--- src/rtl/serial_add_pkg.sv ---
// Shared constants for the bit-serial adder driver: FSM encoding and default width.
package serial_add_pkg;

  localparam int DEFAULT_WIDTH = 8;

  localparam logic [1:0] ST_IDLE  = 2'd0;
  localparam logic [1:0] ST_FLUSH = 2'd1;
  localparam logic [1:0] ST_SHIFT = 2'd2;
  localparam logic [1:0] ST_DONE  = 2'd3;

endpackage

--- src/rtl/piso_shift.sv ---
// Parallel-load, LSB-first shift register feeding one serial operand line.
// Holds pure data, so it carries no reset; the owning FSM always loads before use.
module piso_shift #(
  parameter int DATA_W = 8
) (
  input  logic              clk,
  input  logic              load,
  input  logic              shift,
  input  logic [DATA_W-1:0] din,
  output logic              lsb
);

  logic [DATA_W-1:0] sr_p0;

  // Load wins over shift; shifting moves the next operand bit into position 0.
  always_ff @(posedge clk) begin
    if (load) begin
      sr_p0 <= din;
    end else if (shift) begin
      sr_p0 <= {1'b0, sr_p0[DATA_W-1:1]};
    end
  end

  assign lsb = sr_p0[0];

endmodule

--- src/rtl/serial_add_driver.sv ---
// Transmit-side driver for the bit-serial adder: accepts an operand pair,
// clears the adder carry with one zero cycle, streams the operands LSB-first,
// reassembles the returned sum bits and captures the final carry.
module serial_add_driver
  import serial_add_pkg::*;
#(
  parameter int WIDTH = DEFAULT_WIDTH,
  parameter int CW    = $clog2(WIDTH)
) (
  input  logic             clk,
  input  logic             rst,
  input  logic             in_valid,
  output logic             in_ready,
  input  logic [WIDTH-1:0] op_a,
  input  logic [WIDTH-1:0] op_b,
  output logic             a,
  output logic             b,
  input  logic             q,
  input  logic             state,
  output logic             out_valid,
  input  logic             out_ready,
  output logic [WIDTH-1:0] sum,
  output logic             carry
);

  logic [1:0]    st;
  logic [CW-1:0] cnt;
  logic          a_lsb;
  logic          b_lsb;
  logic          load;
  logic          shift_en;
  logic          last_bit;

  assign in_ready = (st == ST_IDLE);
  assign load     = in_valid && in_ready;
  assign last_bit = (cnt == CW'(WIDTH - 1));
  // The FLUSH->SHIFT edge already consumes bit 0, so the registers advance there too.
  assign shift_en = (st == ST_FLUSH) || ((st == ST_SHIFT) && !last_bit);

  piso_shift #(.DATA_W(WIDTH)) u_sr_a (
    .clk   (clk),
    .load  (load),
    .shift (shift_en),
    .din   (op_a),
    .lsb   (a_lsb)
  );

  piso_shift #(.DATA_W(WIDTH)) u_sr_b (
    .clk   (clk),
    .load  (load),
    .shift (shift_en),
    .din   (op_b),
    .lsb   (b_lsb)
  );

  // Sequencer: drives a/b, collects q into sum and captures the carry.
  always_ff @(posedge clk) begin
    if (rst) begin
      st        <= ST_IDLE;
      cnt       <= '0;
      a         <= 1'b0;
      b         <= 1'b0;
      out_valid <= 1'b0;
      sum       <= '0;
      carry     <= 1'b0;
    end else begin
      case (st)
        ST_IDLE: begin
          a <= 1'b0;
          b <= 1'b0;
          if (load) begin
            st <= ST_FLUSH;
          end
        end
        // a=b=0 during this cycle forces the adder carry to 0 at its end.
        ST_FLUSH: begin
          st  <= ST_SHIFT;
          cnt <= '0;
          a   <= a_lsb;
          b   <= b_lsb;
        end
        // Sum bits arrive LSB-first; after WIDTH shifts bit k sits in sum[k].
        ST_SHIFT: begin
          sum <= {q, sum[WIDTH-1:1]};
          if (last_bit) begin
            st <= ST_DONE;
            a  <= 1'b0;
            b  <= 1'b0;
          end else begin
            cnt <= cnt + 1'b1;
            a   <= a_lsb;
            b   <= b_lsb;
          end
        end
        // First DONE cycle: the adder flop holds the carry out of bit WIDTH-1.
        ST_DONE: begin
          if (!out_valid) begin
            carry     <= state;
            out_valid <= 1'b1;
          end else if (out_ready) begin
            out_valid <= 1'b0;
            st        <= ST_IDLE;
          end
        end
        default: begin
          st <= ST_IDLE;
        end
      endcase
    end
  end

endmodule

--- config.mk ---
export PLATFORM = sky130hd
export DESIGN_NAME = serial_add_driver
export DESIGN_NICKNAME = d
export VERILOG_FILES = /design/src/rtl/serial_add_pkg.sv /design/src/rtl/piso_shift.sv /design/src/rtl/serial_add_driver.sv
export SDC_FILE = /design/constraint.sdc
export NUM_CORES = 1
export LEC_CHECK = 0
export CORE_MARGIN = 10
export CORE_UTILIZATION = 48
export DETAILED_ROUTE_END_ITERATION = 8
export GPL_ROUTABILITY_DRIVEN = 1
export GPL_TIMING_DRIVEN = 0
export PLACE_DENSITY_LB_ADDON = 0.15
export SYNTH_ARGS = -nofsm -noshare
export SYNTH_HDL_FRONTEND = slang
export SYNTH_SLANG_ARGS = --single-unit
--- constraint.sdc ---
create_clock -name clk -period 1.9 [get_ports clk]
set_input_delay 0.38 -clock clk [delete_from_list [all_inputs] [get_ports clk]]
set_output_delay 0.38 -clock clk [all_outputs]
set_load 0.02 [all_outputs]
==> out/metrics.yaml, run 1 <==
outcome:
  status: "completed"
critical_path:
  crit_required_ns: 1.52
  crit_type: "reg -> out"
  cpMaxStageDelayCell: "dfxtp_1"
  crit_chain: "inv_1, ha_1, dlygate4sd2_1"
  crit_arrival_ns: 1.42
  cp-end-kind: "primary output"
  critPathLaunchType: "flip-flop"
  slowest_delay_ns: 0.40
  path_max_fanout: 5
pwr:
  leakagePower_nw: 0.713
  ir_drop_uv: 722
  p_total_mw: 2.43
  power.density_nw_per_um2: 1280
clocking:
  clockBufferDepth: 2
  cts_buffers: 5
  insertion_delay_ns: 0.33
  root_buffer: "clkbuf_4"
  htreeDepth: 2
  clk_pin_slew_ns: 0.09
  cts_sinks: 33
  post_cts_buffers: 0
  cts_tree: "built"
  hold_buffers: 0
synthesis:
  synth-edff-count: 16
  synth_nets: 147
  synth_ff_type: "dfxtp_1"
  yosysMostFrequentCell: "dfxtp_1"
  yosys.area.top_type: "edfxtp_1"
  synth_seq_cells: 33
  synthTopCellsByCount: "dfxtp_1 (17), edfxtp_1 (16), mux2_1 (14)"
  syn_area_um2: 1460
  ys_warn_count: 0
  ys_async_sr_fraction_pct: 0
  yosysTopAreaCellShare_pct: 33.0
  synth_area_leaders: "edfxtp_1 (33%), dfxtp_1 (23%), mux2_1 (11%), mux2i_1 (6.2%), ha_1 (6.0%)"
  synthCells: 118
  yosysSeqAreaShare_pct: 56.4
  synth_cell_types: 27
  syn_avg_cell_area_um2: 12.3
global_routing:
  grt_antenna_before_repair: 0
  grt_pass1_vias: 1029
  grt_max_degree: 17
  overflow: 0
  grtUsageTotal_pct: 10.9
  grt_pass1_wl_um: 4630
final_layout:
  final_layout_size_suffix_gt1_share_pct: 8.18
  syn_to_final_growth_pct: 30.2
  diodes: 0
  utilization_pct: 67.1
  nets: 187
sta:
  final.min_clock_period_ns: 1.80
  drv_slew: 0
  fin_tns_setup_ns: 0
  worst_slack_ns: 0.0999
  rsz0062_at_grt: "no"
  hold_violations: 0
  worst_pin_slew_ns: 0.417
  fmax_mhz: 556
  skew_ns: 0.00886
  finalSetupViolations: 0
  relSlewSlack_pct: 72.2
  min_period_over_period_pct: 94.7
min_path:
  hold_class: "in -> reg"
routing:
  drt-total-wl_um: 2730
  remaining_drc_errors: 0
  routedWlPerCell_um: 14.4
  drt-initial-drc-count: 40
  drtAntennaViolNets: 0
  via_count: 987
  via_per_inst: 5.19
  dr.pass1.iters: 4
place:
  gp_congestion: 0.783
  pre_cts_ws_ns: -0.401
  hpwl_um: 2050
  numPortBuffers: 33
floorplan:
  start_util_pct: 51.5
  die_y_um: 75.1
  dieArea_um2: 5640
  core_area_um2: 2830
  die_w_um: 75.1
  num_io_pins: 35
  num_rows: 19
job:
  maxCapViolCount: 0
-- routing by layer --
layer  vias to the layer above  track usage (%)  routed length [um]
met5                         -                0                   0
met4                         0             6.93                  31
met3                         5             5.12                 257
met2                        29             16.2                1270
met1                       453             12.3                1180
li1                        500                -                   -
-- flip-flops by register name, summed over array words and instances (netlist names) --
register / cells
st: 2
carry: 1
u_sr_b.sr_p0: 8
b: 1
sum: 8
a: 1
u_sr_a.sr_p0: 8
cnt: 3
out_valid: 1
-- area by class of cell --
type / instances / area (um^2)
Fill cell: 243 / 932
Sequential cell: 33 / 822
Multi-Input combinational cell: 77 / 606
Timing Repair Buffer: 33 / 329
Clock buffer: 8 / 58.8
Tap cell: 31 / 38.8
Buffer: 5 / 31.3
Inverter: 3 / 11.3
-- final timing paths --
check / startpoint / to / slack (ns) / cells after the start
setup reg to reg: st[1] / u_sr_a.sr_p0[4] / 0.18 / 5
hold reg to reg: b / b / 0.47 / 2
hold / removal: rst / carry / 0.38 / 2
setup / recovery: st[1] / in_ready / 0.1 / 3
-- power breakdown --
group	switching (mW)	leakage (nW)	internal, mW
combinational	0.470	0.384	0.388
sequential	0.0811	0.297	1.08
clock	0.221	0.0326	0.182
-- layout by cell type (no fill, tap or decap), types with 2 or more instances in the layout --
master	netlist	routed
o311ai_1	2	2
inv_1	3	3
nor3b_1	2	2
nor2b_1	4	4
ha_1	7	7
and3_1	2	2
o211ai_1	2	2
dfxtp_1	17	16
mux2_1	14	14
mux2i_1	9	9
clkbuf_1	2	4
clkbuf_4	0	5
nand2_1	7	5
clkdlybuf4s50_1	0	32
nor2_1	13	13
a21oi_1	5	5
edfxtp_1	16	16
-- critical path, delay by kind of cell (launching register included) --
| family | cells | cell delay, ns |
|---|---|---|
| buffers and inverters | 2 | 0.44 |
| DFF | 1 | 0.40 |
| adders and majority gates | 1 | 0.25 |
-- metrics by stage --
| stage | hold WS (ns) | std cells | cell area (um^2) |
|---|---|---|---|
| global route | 0.420 | 190 | 1900 |
| CTS | 0.375 | 190 | 1890 |
| detailed placement | 0.457 | 182 | 1830 |
| finish | 0.379 | 190 | 1900 |
| global placement | 0.452 | 182 | 1830 |
| floorplan | 0.467 | 118 | 1460 |
-- cell families after synthesis --
group,synth area share [%]
AO/OA/AOI/OAI,5.93
XOR/XNOR,0.601
adder cells (fa/ha/maj),6.01
buffers and inverters,2.75
flip-flops,56.4
multiplexers,17.8
AND/OR/NAND/NOR,10.6
-- what timing repair did --
action,4_1_cts,5_1_grt
endpoints found under the setup margin,19,10
hold endpoints to repair,0,0
gates resized for setup,4,2
Note: power is estimated with default switching activity, not from simulation.
==> run 2: changes to the inputs <==
CAP_MARGIN = 25   (was unset)
==> results of run 2 <==
The final DEF is identical to that of run 1; final timing and power are the same.
==> run 3: changes to the inputs <==
CORE_UTILIZATION = 30   (was 48)
==> run 3 against run 2 <==
Effect of this change:
- sequential power hardly changed
- die area is 43% higher
- critical path type unchanged
- power is 5.2% higher
- sequential cell count stayed put
- utilization is 25 points lower
==> out/metrics.yaml, run 3 (synthesis results as in run 1) <==
floorplan:
  start_util_pct: 30.8  # -21 points
  core_area_um2: 4720  # +67%
  num_io_pins: 35  # unchanged
  die_w_um: 89.7  # +19%
  dieArea_um2: 8040  # +43%
  die_y_um: 89.7  # +19%
  num_rows: 25  # +6
routing:
  drt-initial-drc-count: 68  # +70%
  via_count: 990  # +0.30%
  remaining_drc_errors: 0  # unchanged
  drtAntennaViolNets: 0  # unchanged
  via_per_inst: 4.38  # -16%
  dr.pass1.iters: 4  # unchanged
  routedWlPerCell_um: 12.4  # -14%
  drt-total-wl_um: 2790  # +2.2%
sta:
  hold_violations: 0  # unchanged
  rsz0062_at_grt: "no"
  fmax_mhz: 568  # +2.3%
  whs_ns: 0.450  # +0.0712 ns
  drv_slew: 0  # unchanged
  min_period_over_period_pct: 92.6  # -2.1 points
  relSlewSlack_pct: 69.6  # -2.6 points
  fin_tns_setup_ns: 0  # unchanged
  finalSetupViolations: 0  # unchanged
  worst_pin_slew_ns: 0.456  # +0.0393 ns
  worst_slack_ns: 0.140  # +0.0404 ns
  final.min_clock_period_ns: 1.76  # -0.0404 ns
  skew_ns: 0.00339  # -0.00547 ns
global_routing:
  grt_pass1_vias: 1014  # -1.5%
  grt_antenna_before_repair: 0  # unchanged
  grt_max_degree: 17  # unchanged
  grt_pass1_wl_um: 4720  # +1.9%
  grtUsageTotal_pct: 7.76  # -3.1 points
  overflow: 0  # unchanged
place:
  hpwl_um: 2070  # +1.3%
  dp.cells: 218  # +20%
  pre_cts_ws_ns: -0.393  # +0.00763 ns
  numPortBuffers: 33  # unchanged
  gp_congestion: 0.703  # -10%
  placed_cell_area_um2: 1870  # +2.5%
final_layout:
  diodes: 0  # unchanged
  final_common_cell: "clkdlybuf4s50_1"
  syn_to_final_growth_pct: 35.4
  utilization_pct: 41.7  # -25 points
  nets: 187  # unchanged
  stdcell_count: 226  # +19%
  reg_top3: "sum x8, u_sr_a.sr_p0 x8, u_sr_b.sr_p0 x8"
  most-common-layout-cells: "clkdlybuf4s50_1 (32), dfxtp_1 (17), edfxtp_1 (16)"
  fin_area_um2: 1970  # +4.0%
  final_layout_size_suffix_gt1_share_pct: 7.55  # -0.63 points
pwr:
  power.density_nw_per_um2: 1290  # +1.2%
  leakagePower_nw: 0.726  # +1.8%
  ir_drop_uv: 558  # -23%
  p_total_mw: 2.55  # +5.2%
clocking:
  root_buffer: "clkbuf_8"
  hold_buffers: 0  # unchanged
  post_cts_buffers: 0  # unchanged
  htreeDepth: 2  # unchanged
  cts_buffers: 5  # unchanged
  clockBufferDepth: 2  # unchanged
  cts_sinks: 33  # unchanged
  cts_tree: "built"
  ctsResizeCount: 3  # -1
  insertion_delay_ns: 0.28  # -0.05 ns
  clk_pin_slew_ns: 0.06  # -0.03 ns
critical_path:
  path_max_fanout: 5  # unchanged
  rrSetupSlack_ns: 0.16  # -0.02 ns
  crit_type: "reg -> out"
  cp-end-kind: "primary output"
  crit_arrival_ns: 1.38  # -0.04 ns
  crit_required_ns: 1.52  # about the same
  critPathLaunchType: "flip-flop"
job:
  maxCapViolCount: 0  # unchanged
min_path:
  hold_class: "in -> reg"
outcome:
  status: "completed"
==> run 3: power by group <==
group / switching (mW) / internal (mW) / leakage (nW)
Clock: 0.235 / 0.295 / 0.0455
Sequential: 0.0798 / 1.08 / 0.296
Combinational: 0.470 / 0.389 / 0.384
==> run 3: cell type report <==
class / instances / area [um^2]
Fill cell: 461 / 2750
Multi-Input combinational cell: 77 / 606
Timing Repair Buffer: 33 / 329
Buffer: 5 / 31.3
Inverter: 3 / 11.3
Clock buffer: 8 / 90.1
Sequential cell: 33 / 821
Tap cell: 67 / 83.8
==> run 3: worst max-delay path: stages (launching register included) <==
cell,delay (ns)
dfxtp_1,0.39
inv_1,0.10
ha_1,0.26
dlygate4sd2_1,0.35
==> run 3: final timing paths <==
path | depth (start not counted) | start | endpoint
worst max-delay path | 3 | st[0] | in_ready
worst min-delay path | 2 | rst | carry
worst max register to register | 5 | st[0] | u_sr_b.sr_p0[0]
worst min register to register | 2 | b | b
==> run 3: per-layer routing <==
layer  global-route usage [%]  vias to the layer above  wire [um]
li1                         -                      500          -
met1                     9.06                      459       1330
met2                     11.0                       27       1150
met3                     4.51                        4        263
met4                     3.90                        0         45
met5                        0                        -          0
